## src/rtl/if_id_queue.sv

```systemverilog
//==============================================================================
// Module : if_id_queue
// IF->ID instruction FIFO (PC + instr); IF_ID_BYPASS_EN adds empty-queue bypass.
// Rev    : 1.0
//==============================================================================
`default_nettype none

module if_id_queue #(
    parameter int DEPTH = 2
) (
    input  logic                     clk,
    input  logic                     rst,
    input  logic                     in_valid,
    output logic                     in_ready,
    input  logic [31:0]              in_pc,
    input  logic [31:0]              in_instr,
    input  logic                     flush,
    output logic                     out_valid,
    input  logic                     out_ready,
    output logic [31:0]              out_pc,
    output logic [31:0]              out_instr,
    output logic [31:0]              out_pc_plus4,
    output logic [$clog2(DEPTH):0]   count
);

    localparam int              C_AW   = $clog2(DEPTH);
    localparam logic [C_AW:0]   C_FULL = (C_AW + 1)'(DEPTH);

    logic [31:0]     r_pc_mem    [DEPTH];
    logic [31:0]     r_instr_mem [DEPTH];
    logic [C_AW-1:0] r_rd_ptr;
    logic [C_AW-1:0] r_wr_ptr;
    logic [C_AW:0]   r_count;

    logic            w_head_valid;
    logic            w_bypass;
    logic            w_push;
    logic            w_pop;
    logic            w_store;
    logic            w_deq;
    logic [31:0]     w_sel_pc;
    logic [31:0]     w_sel_instr;

    assign w_head_valid = (r_count != '0);

`ifdef IF_ID_BYPASS_EN
    // Gated by rst so the bypass cannot raise out_valid while reset is held.
    assign w_bypass    = rst & in_valid & ~flush & ~w_head_valid;
    assign w_sel_pc    = w_head_valid ? r_pc_mem[r_rd_ptr]    : in_pc;
    assign w_sel_instr = w_head_valid ? r_instr_mem[r_rd_ptr] : in_instr;
`else
    assign w_bypass    = 1'b0;
    assign w_sel_pc    = r_pc_mem[r_rd_ptr];
    assign w_sel_instr = r_instr_mem[r_rd_ptr];
`endif

    assign in_ready     = (r_count < C_FULL);
    assign out_valid    = w_head_valid | w_bypass;
    assign out_pc       = out_valid ? w_sel_pc          : 32'h0000_0000;
    assign out_instr    = out_valid ? w_sel_instr       : 32'h0000_0000;
    assign out_pc_plus4 = out_valid ? w_sel_pc + 32'd4  : 32'h0000_0000;
    assign count        = r_count;

    assign w_push  = in_valid & in_ready;
    assign w_pop   = out_valid & out_ready;
    // A bypassed entry consumed in the same cycle is never written to storage.
    assign w_store = w_push & ~(w_bypass & out_ready);
    assign w_deq   = w_pop & w_head_valid;

    always_ff @(posedge clk or negedge rst) begin
        if (!rst) begin
            r_rd_ptr <= '0;
            r_wr_ptr <= '0;
            r_count  <= '0;
        end else if (flush) begin
            r_rd_ptr <= '0;
            r_wr_ptr <= '0;
            r_count  <= '0;
        end else begin
            if (w_store) begin
                r_wr_ptr <= r_wr_ptr + C_AW'(1);
            end
            if (w_deq) begin
                r_rd_ptr <= r_rd_ptr + C_AW'(1);
            end
            r_count <= r_count + (C_AW + 1)'(w_store) - (C_AW + 1)'(w_deq);
        end
    end

    always_ff @(posedge clk) begin
        if (!flush && w_store) begin
            r_pc_mem[r_wr_ptr]    <= in_pc;
            r_instr_mem[r_wr_ptr] <= in_instr;
        end
    end

endmodule

`default_nettype wire

```

## config.mk

```make
export PLATFORM = sky130hd
export DESIGN_NAME = if_id_queue
export DESIGN_NICKNAME = d
export VERILOG_FILES = /design/src/rtl/if_id_queue.sv
export SDC_FILE = /design/constraint.sdc
export NUM_CORES = 1
export LEC_CHECK = 0
export CELL_PAD_IN_SITES_DETAIL_PLACEMENT = 1
export CELL_PAD_IN_SITES_GLOBAL_PLACEMENT = 1
export CORE_AREA = 5 5 120 150
export DETAILED_ROUTE_END_ITERATION = 10
export DIE_AREA = 0 0 125 155
export GPL_TIMING_DRIVEN = 0
export HOLD_SLACK_MARGIN = 0.05
export PLACE_DENSITY = 0.83
export SLEW_MARGIN = 15
export SYNTH_ARGS = -nofsm -noshare
export SYNTH_HDL_FRONTEND = slang
export SYNTH_SLANG_ARGS = --single-unit
```

## constraint.sdc

```tcl
create_clock -name clk -period 8.3 [get_ports clk]
set_input_delay 1.66 -clock clk [delete_from_list [all_inputs] [get_ports clk]]
set_output_delay 1.66 -clock clk [all_outputs]
set_load 0.01 [all_outputs]
```

==> results.cfg, run 1 <==
[outcome]
status = finished, final reports clean

[critical_path]
cpMostUsedCell = buf_2
cp-end-kind = output port
startpoint_type = register
regToRegEndpoint = count[1]
r2r_start = count[1]
critPathKind = register to output port
r2r_slack_ns = 5.67
crit_path_cell_trace = buf_2, buf_2, buf_2, mux2_2, ha_1, and2_1, clkbuf_1, nand2_1, o31a_1, nor3_1, clkdlybuf4s50_1
cp_data_arrival_time_ns = 4.35
cpPeakStageDelay_ns = 0.62
cpMaxStageDelayCell = clkdlybuf4s50_1
cp.required_ns = 6.64
worst-path-max-fanout = 10
rr_worst_depth = 9

[global_route]
grt_pass1_wl_mm = 29.37
antenna_found_initial = 1
grt_overflow = 0
grt_pass1_vias = 5200
grt_max_degree = 17
track_usage_pct = 19.46

[yosys]
synthesis.area_um2 = 6075
yosysWarnings = 0
yosysSeqAreaShare_pct = 64.92
syn_inst = 456
syn_nets = 528
yosysUniqueCellTypes = 48
ys_ff_latch = 132
synth.avg_cell_area_um2 = 13.32

[worst_hold_path]
hold_end = r_wr_ptr
min_path_type = register to register
min-delay-start = r_wr_ptr
hold_path_depth = 2

[route]
finalWirelength_mm = 18.80
wl_per_cell_um = 21.20
initialDrtViolationCount = 254
via_per_inst = 5.120
via_count = 4541
postRouteAntennaNets = 0
drtPass1Iterations = 5
drc = 0

[sta]
min_period_ns = 6.006
slew_headroom_pct = 43.97
rsz0062_at_grt = false
hold_viol = 0
setup_viol = 0
fin_hold_ws_ns = 0.6559
tightest_slew_ns = 0.8368
post-route-period-util_pct = 72.36
max_freq_mhz = 166.5
finalMaxSlewViolations = 0
fin_worst_skew_ns = 0.007493

[floorplan]
initial_core_util_pct = 36.79
rows = 53
die_w_um = 125
core_area_um2 = 16510
chipHeight_um = 155
boundaryPins = 169
dieArea_um2 = 19380

[placed_design]
dpl-instance-area_um2 = 8154
io_buffers = 168
placed_cells = 858
gp_congestion = 0.8769
hpwlAfterDp_mm = 14.21

[layout]
final_core_util_pct = 53.22
nets = 729
finalNonFillerCells = 887
area_growth_pct = 44.66
n_antenna_cell = 0
drive_above_1_share_pct = 10.64
final_cell_area_um2 = 8787

[clock_tree]
postCtsHoldBufs = 0
clockBufferDepth = 2
clk_transition_reported_paths_ns = 0.06
numCtsBuffers = 17
postCtsSetupBuffers = 0
htree_levels = 4
cts_resized = 0
cts_tree = yes
cts_root_buf = clkbuf_16
clock_latency_ns = 0.41
cts_sinks = 132

[power_and_ir_drop]
powerDensity_nw_per_um2 = 313.4
power_leakage_nw = 2.980
vdd_drop_max_v = 0.0001509

[job]
maxCapViolCount = 0
==> worst max-delay path, delay by kind of cell (launching register included) <==
kind / cells / cell delay (ns)
mux: 1 / 0.28
simple gates: 3 / 0.72
flops: 1 / 0.38
compound gates: 1 / 0.37
buf+inv: 5 / 1.95
fa+ha+maj: 1 / 0.23
==> how the worst max path moves through the flow <==
stage / startpoint / to / depth (start not counted)
4_1_cts: r_rd_ptr / out_pc_plus4[24] / 11
5_1_grt: r_rd_ptr / out_pc_plus4[24] / 11
3_5_place_dp: r_rd_ptr / out_pc_plus4[24] / 11
3_3_place_gp: in_valid / r_instr_mem[1][11] / 3
2_1_floorplan: in_valid / r_instr_mem[1][0] / 2
6_report: r_rd_ptr / out_pc_plus4[24] / 11
==> kinds of logic (layout without fill, tap and decap cells) <==
kind of cell,after synthesis,count (layout),synth area share [%]
XOR/XNOR,17,17,2.451
AO/OA/AOI/OAI,43,43,5.294
AND/OR/NAND/NOR,172,172,14.15
buffers and inverters,26,237,1.998
multiplexers,63,63,10.57
adder cells (fa/ha/maj),3,3,0.6180
flip-flops,132,132,64.92
==> cell type report <==
| class | count | area [um2] |
|---|---|---|
| buffer | 23 | 110.1 |
| clock buffer | 17 | 425.4 |
| clock inverter | 12 | 207.7 |
| fill | 1664 | 7725 |
| inverter | 3 | 11.26 |
| multi-input combinational | 298 | 2019 |
| sequential | 132 | 3944 |
| tap | 220 | 275.3 |
| timing repair buffer | 182 | 1794 |
==> where the power goes <==
| part | total (mW) | switching (mW) | internal [mW] |
|---|---|---|---|
| Clock | 0.805 | 0.275 | 0.530 |
| Sequential | 0.834 | 0.0293 | 0.804 |
| Combinational | 1.12 | 0.592 | 0.523 |
| Total | 2.75 | 0.897 | 1.86 |
==> metal layers <==
metal | global-route usage [%] | routed length (um) | share of wire (%)
met4 | 7.076 | 444 | 2.4
met3 | 5.529 | 1191 | 6.3
met2 | 34.76 | 9822 | 52
met5 | 0 | 7 | 0.037
met1 | 22.22 | 7338 | 39
==> registers in the layout (all words and copies together), names as in the netlist <==
register,flops
r_wr_ptr,1
r_pc_mem,64
count,2
r_rd_ptr,1
r_instr_mem,64
==> cell usage after synthesis (all sizes together) <==
library cell,count,area share (%)
nand4,11,1.4
o21ai,12,0.99
edfxtp,128,63
a21o,1,0.12
nor4,6,0.72
ha,3,0.62
mux2,6,1.1
and2,8,0.82
clkbuf,8,0.49
nor2,83,5.1
a221oi,1,0.43
dfrtp,4,1.6
nand3,14,1.4
a22oi,2,0.41
xor2,3,0.43
nor3b,2,0.25
o41ai,2,0.29
nand3b,5,0.82
a21oi,6,0.49
nor3,6,0.49
o31ai,7,0.87
a31oi,1,0.10
nor2b,5,0.51
nand2b,3,0.31
or4,1,0.12
o21a,1,0.12
nand4b,2,0.54
a211oi,1,0.12
xnor2,14,2.0
inv,3,0.19
o31a,4,0.58
mux2i,57,9.5
buf,15,1.3
nand2,26,1.6
a21boi,1,0.12
a32oi,1,0.14
a32o,3,0.49
==> through the flow <==
stage	total power, mW	setup TNS [ns]	setup WS [ns]
after floorplan	1.387	0	1.253
after global placement	1.934	-219.39	-1.968
after detailed placement	1.963	0	2.794
after CTS	2.782	0	2.347
after global routing	2.885	0	2.186
final	2.754	0	2.294
==> cells in the final DEF, fill, tap and decap left out, types with 2 or more instances in the layout <==
master           instances
a21oi_1                  6
a22oi_2                  2
a32o_1                   3
and2_1                   8
buf_1                    2
buf_2                   10
buf_4                   15
buf_6                    2
bufinv_16                5
clkbuf_1                 8
clkbuf_16               17
clkdlybuf4s50_1        168
clkinv_4                 3
clkinvlp_4               3
dfrtp_1                  4
edfxtp_1               128
ha_1                     3
inv_1                    3
mux2_1                   3
mux2_2                   3
mux2i_1                 56
nand2_1                 26
nand2b_1                 3
nand3_1                 12
nand3b_1                 4
nand4_1                 10
nor2_1                  83
nor2b_1                  5
nor3_1                   5
nor4_1                   5
o21ai_0                 11
o31a_1                   4
o31ai_1                  7
o41ai_1                  2
xnor2_1                 14
xor2_1                   3
No activity file was read; power rests on OpenSTA's default activity.
==> inputs of run 2 (changes only) <==
--- a/config.mk
+++ b/config.mk
@@ -7,12 +7,12 @@
 export LEC_CHECK = 0
 export CELL_PAD_IN_SITES_DETAIL_PLACEMENT = 1
 export CELL_PAD_IN_SITES_GLOBAL_PLACEMENT = 1
-export CORE_AREA = 5 5 120 150
+export CORE_AREA = 5 5 124 156
 export DETAILED_ROUTE_END_ITERATION = 10
-export DIE_AREA = 0 0 125 155
+export DIE_AREA = 0 0 129 161
 export GPL_TIMING_DRIVEN = 0
 export HOLD_SLACK_MARGIN = 0.05
-export PLACE_DENSITY = 0.83
+export PLACE_DENSITY = 0.81
 export SLEW_MARGIN = 15
 export SYNTH_ARGS = -nofsm -noshare
 export SYNTH_HDL_FRONTEND = slang
==> constraint.sdc (replaced) <==
create_clock -name clk -period 5.4 [get_ports clk]
set_input_delay 1.08 -clock clk [delete_from_list [all_inputs] [get_ports clk]]
set_output_delay 1.08 -clock clk [all_outputs]
set_load 0.01 [all_outputs]
==> results.cfg, run 2 (synthesized netlist as in run 1, its figures left out) <==
[outcome]
status = finished, final reports clean

[job]
maxCapViolCount = 0

[clock_tree]
cts_root_buf = clkbuf_16
htree_levels = 4
cts_sinks = 132
numCtsBuffers = 17
postCtsHoldBufs = 0
clk_transition_reported_paths_ns = 0.06
cts_tree = yes
postCtsSetupBuffers = 0
clockBufferDepth = 2
clock_latency_ns = 0.41

[route]
initialDrtViolationCount = 225
drc = 0
postRouteAntennaNets = 0
wl_per_cell_um = 20.56
finalWirelength_mm = 18.34
via_count = 4511
drtPass1Iterations = 6
via_per_inst = 5.057

[critical_path]
cp-end-kind = output port
cp_data_arrival_time_ns = 4.01
critPathKind = register to output port
cp.required_ns = 4.32
startpoint_type = register
worst-path-max-fanout = 10

[sta]
max_freq_mhz = 196.4
min_period_ns = 5.091
rsz0062_at_grt = false
finalMaxSlewViolations = 0
fin_worst_skew_ns = 0.01026
slew_headroom_pct = 43.62
tightest_slew_ns = 0.8426
setup_viol = 0
hold_viol = 0
post-route-period-util_pct = 94.28

[global_route]
grt_pass1_wl_mm = 27.71
grt_pass1_vias = 5002
grt_max_degree = 17
grt_overflow = 0
track_usage_pct = 17.53
antenna_found_initial = 1

[layout]
mostFrequentLayoutCells = clkdlybuf4s50_1 (168), edfxtp_1 (128), nor2_1 (83)
area_growth_pct = 44.20
fill_cells = 1835
drive_above_1_share_pct = 10.11
final_core_util_pct = 49.34
final_common_cell = clkdlybuf4s50_1
final_cell_area_um2 = 8760
nets = 722

[floorplan]
die_w_um = 129
chipHeight_um = 161
core_area_um2 = 17750
dieArea_um2 = 20770
initial_core_util_pct = 34.21
rows = 55
boundaryPins = 169

[worst_hold_path]
min_path_type = register to register

[power_and_ir_drop]
internal_power_mw = 2.684
finalPower_mw = 4.078
powerDensity_nw_per_um2 = 465.5
comb_power_share_pct = 42.2
seq_power_share_pct = 31.4
pwr-share-clk_pct = 26.4
switching_share_pct = 34.18
vdd_drop_max_v = 0.0002217
power_leakage_nw = 2.939
switchingPower_mw = 1.394

[placed_design]
gp_congestion = 0.8025
dpl-instance-area_um2 = 8197
io_buffers = 168
hpwlAfterDp_mm = 13.95
==> run 2: cell types whose count changed in the layout (fill, tap and decap cells not counted), moves of 2 or more <==
cell / previous run / this run
buf_6: 2 / 0
clkinv_2: 0 / 2
buf_8: 0 / 7
inv_6: 1 / 4
bufinv_16: 5 / 1
buf_4: 15 / 3
==> run 2: routing by layer <==
metal  track usage, %  vias up  part of all wire (%)
met2            32.00      160                    53
met1            18.78     2233                    37
met5                0        -                     0
met4            4.967        0                   1.6
met3            6.351       20                   7.9
li1                 -     2098                     -
==> run 2: through the flow <==
step,cells,hold WS [ns],TNS (ns),setup WS [ns]
floorplan,456,0.5353,0,1.202
global placement,852,0.5542,-96.36,-0.7660
detailed placement,860,0.6349,0,0.4765
CTS,892,0.6549,0,0.01303
global route,892,0.7125,0,0.1243
finish,892,0.6523,0,0.3087
==> run 2: layout make-up <==
cell class / instances / area [um2] / area share, %
Tap cell: 228 / 285.3 / 3.257
Inverter: 3 / 11.26 / 0.1286
Clock inverter: 14 / 127.6 / 1.457
Timing Repair Buffer: 176 / 1814 / 20.71
Antenna cell: 1 / 2.502 / 0.02857
Multi-Input combinational cell: 298 / 2037 / 23.25
Buffer: 22 / 108.9 / 1.243
Clock buffer: 18 / 429.2 / 4.899
Sequential cell: 132 / 3944 / 45.02
==> run 2: power groups by stage <==
stage	Sequential (mW)	Combinational (mW)	Clock [mW]
final	1.28	1.72	1.08
after global routing	1.29	1.85	1.15
after CTS	1.28	1.75	1.10
after detailed placement	1.30	1.74	0
after global placement	1.31	1.68	0
after floorplan	1.30	0.832	0
==> run 2: timing repair <==
action / CTS / global route
setup endpoints to repair: 0 / 3
resized for setup: 0 / 2
hold endpoints to repair: 0 / 0
==> run 2: final timing paths <==
| kind | start | end | slack (ns) | cells past startpoint |
|---|---|---|---|---|
| min | r_wr_ptr | r_wr_ptr | 0.65 | 2 |
| max reg2reg | count[1] | count[1] | 2.70 | 9 |
| max | r_rd_ptr | out_pc_plus4[28] | 0.31 | 10 |
| min reg2reg | r_wr_ptr | r_wr_ptr | 0.65 | 2 |
| max in group asynchronous | rst | count[1] | 4.36 | 1 |
| min in group asynchronous | rst | r_rd_ptr | 0.87 | 1 |
==> run 2: critical path, cell delays in order, from the launching register on <==
cell and delay [ns]:
dfrtp_1 0.43, buf_2 0.32, buf_2 0.33, clkbuf_4 0.35, mux2_2 0.23, ha_1 0.22, nor3b_2 0.27, nand4_4 0.23
nor4_2 0.38, mux2_1 0.35, clkdlybuf4s50_1 0.48
==> inputs of run 3 (changes only) <==
--- a/config.mk
+++ b/config.mk
@@ -13,7 +13,7 @@
 export GPL_TIMING_DRIVEN = 0
 export HOLD_SLACK_MARGIN = 0.05
 export PLACE_DENSITY = 0.81
-export SLEW_MARGIN = 15
+export SLEW_MARGIN = 30
 export SYNTH_ARGS = -nofsm -noshare
 export SYNTH_HDL_FRONTEND = slang
 export SYNTH_SLANG_ARGS = --single-unit
==> results.cfg, run 3 (synthesized netlist as in run 1, its figures left out) <==
[sta]
hold_viol = 0
post-route-period-util_pct = 95.21
slew_headroom_pct = 42.72
setup_viol = 0
rsz0062_at_grt = false
finalSetupTns_ns = 0
tightest_slew_ns = 0.8561
fin_hold_ws_ns = 0.6486
min_period_ns = 5.142
finalMaxSlewViolations = 0
fin_worst_skew_ns = 0.007170
max_freq_mhz = 194.5

[clock_tree]
htree_levels = 4
clk_transition_reported_paths_ns = 0.06
cts_root_buf = clkbuf_16
clockBufferDepth = 2
cts_sinks = 132
cts_tree = yes
numCtsBuffers = 17
clock_latency_ns = 0.41
postCtsHoldBufs = 0

[floorplan]
die_w_um = 129
chipHeight_um = 161
boundaryPins = 169
core_area_um2 = 17750
initial_core_util_pct = 34.21
rows = 55
dieArea_um2 = 20770

[route]
initialDrtViolationCount = 168
via_per_inst = 5.010
drc = 0
finalWirelength_mm = 18.30
via_count = 4469
postRouteAntennaNets = 0
drtPass1Iterations = 4
wl_per_cell_um = 20.51

[critical_path]
worst-path-max-fanout = 10
cp_data_arrival_time_ns = 4.06
startpoint_type = register
cp-end-kind = output port
cp_top_family = buffers and inverters
cpPeakStageDelay_ns = 0.48
cp.required_ns = 4.32
cpMaxStageDelayCell = clkdlybuf4s50_1
cpMostUsedCell = buf_2
critPathKind = register to output port
path_buf_inv = 4
crit_path_cell_trace = buf_2, buf_2, clkbuf_4, mux2_2, ha_1, nor3b_1, nand4_4, nor4_2, mux2_1, clkdlybuf4s50_1

[placed_design]
placed_cells = 862
dpl-instance-area_um2 = 8195
hpwlAfterDp_mm = 14.05
gp_congestion = 0.8025
io_buffers = 168

[worst_hold_path]
min_path_type = register to register

[layout]
seq_area_um2 = 3944
n_antenna_cell = 0
nets = 724
mostFrequentLayoutCells = clkdlybuf4s50_1 (168), edfxtp_1 (128), nor2_1 (83)
area_growth_pct = 44.57
final_cell_area_um2 = 8782
finalNonFillerCells = 892
drive_above_1_share_pct = 9.940
fill_cells = 1837
final_common_cell = clkdlybuf4s50_1
multi_input_area_um2 = 2032

[global_route]
grt_overflow = 0
grt_max_degree = 17
grt_pass1_vias = 5083
track_usage_pct = 17.91
antenna_found_initial = 0
grt_pass1_wl_mm = 28.31

[power_and_ir_drop]
finalPower_mw = 4.145
seq_power_share_pct = 30.9
comb_power_share_pct = 41.4
internal_power_mw = 2.768
pwr-share-clk_pct = 27.7
switching_share_pct = 33.24
switchingPower_mw = 1.378
vdd_drop_max_v = 0.0002315
power_leakage_nw = 2.951
powerDensity_nw_per_um2 = 472.0

[outcome]
status = finished, final reports clean

[job]
maxCapViolCount = 0
## run 3: cell count changes in the layout (fill, tap and decap cells not counted), moves of 2 or more
cell and change:
buf_6 +5, buf_8 -2, bufinv_16 +2, clkinv_4 -2, inv_6 -2
## run 3: layout make-up
| type | instances | area share, % |
|---|---|---|
| clock inverters | 13 | 1.809 |
| clock buffers | 18 | 4.887 |
| multi-input cells | 298 | 23.14 |
| plain buffers | 22 | 1.239 |
| well taps | 228 | 3.248 |
| repair buffers | 178 | 20.64 |
| inverters | 3 | 0.1282 |
| flip-flops and latches | 132 | 44.91 |
## run 3: tightest hold or removal path, stage by stage (launching register included)
cell and delay, ns:
dfrtp_1 0.43, xor2_1 0.09, nor2_1 0.09
## run 3: routing by layer
metal | part of all wire (%) | global-route usage, % | up-vias | wire (um)
li1 | - | - | 2101 | -
met1 | 37 | 19.60 | 2208 | 6846
met2 | 54 | 32.38 | 139 | 9860
met3 | 7.3 | 6.054 | 21 | 1339
met4 | 1.4 | 5.444 | 0 | 250
met5 | 0 | 0 | - | 0
## run 3: what timing repair did
item / CTS / global route
buffers inserted: 0 / 0
gates resized for setup: 0 / 1
endpoints found under the setup margin: 0 / 3
## run 3: path summary, 6_finish.rpt
check | start | end | slack, ns | cells past startpoint
min reg2reg | r_wr_ptr | r_wr_ptr | 0.65 | 2
min in group asynchronous | rst | count[0] | 0.87 | 1
max in group asynchronous | rst | r_wr_ptr | 4.36 | 1
max | r_rd_ptr | out_pc_plus4[28] | 0.26 | 10
max reg2reg | count[1] | count[1] | 2.70 | 9
min | r_wr_ptr | r_wr_ptr | 0.65 | 2
## run 3: power by group through the flow
stage	sequential, mW	combinational [mW]	clock (mW)
4_1_cts	1.28	1.75	1.18
3_5_place_dp	1.30	1.74	0
3_3_place_gp	1.31	1.68	0
5_1_grt	1.29	1.85	1.23
6_report	1.28	1.71	1.15
2_1_floorplan	1.30	0.832	0
## run 3: through the flow
step | worst slack, ns | util, %
finish | 0.2585 | 49.46
global route | 0.06292 | 49.46
CTS | 0.05741 | 49.47
detailed placement | 0.5230 | 46.16
global placement | -0.7660 | 45.35
floorplan | 1.202 | -
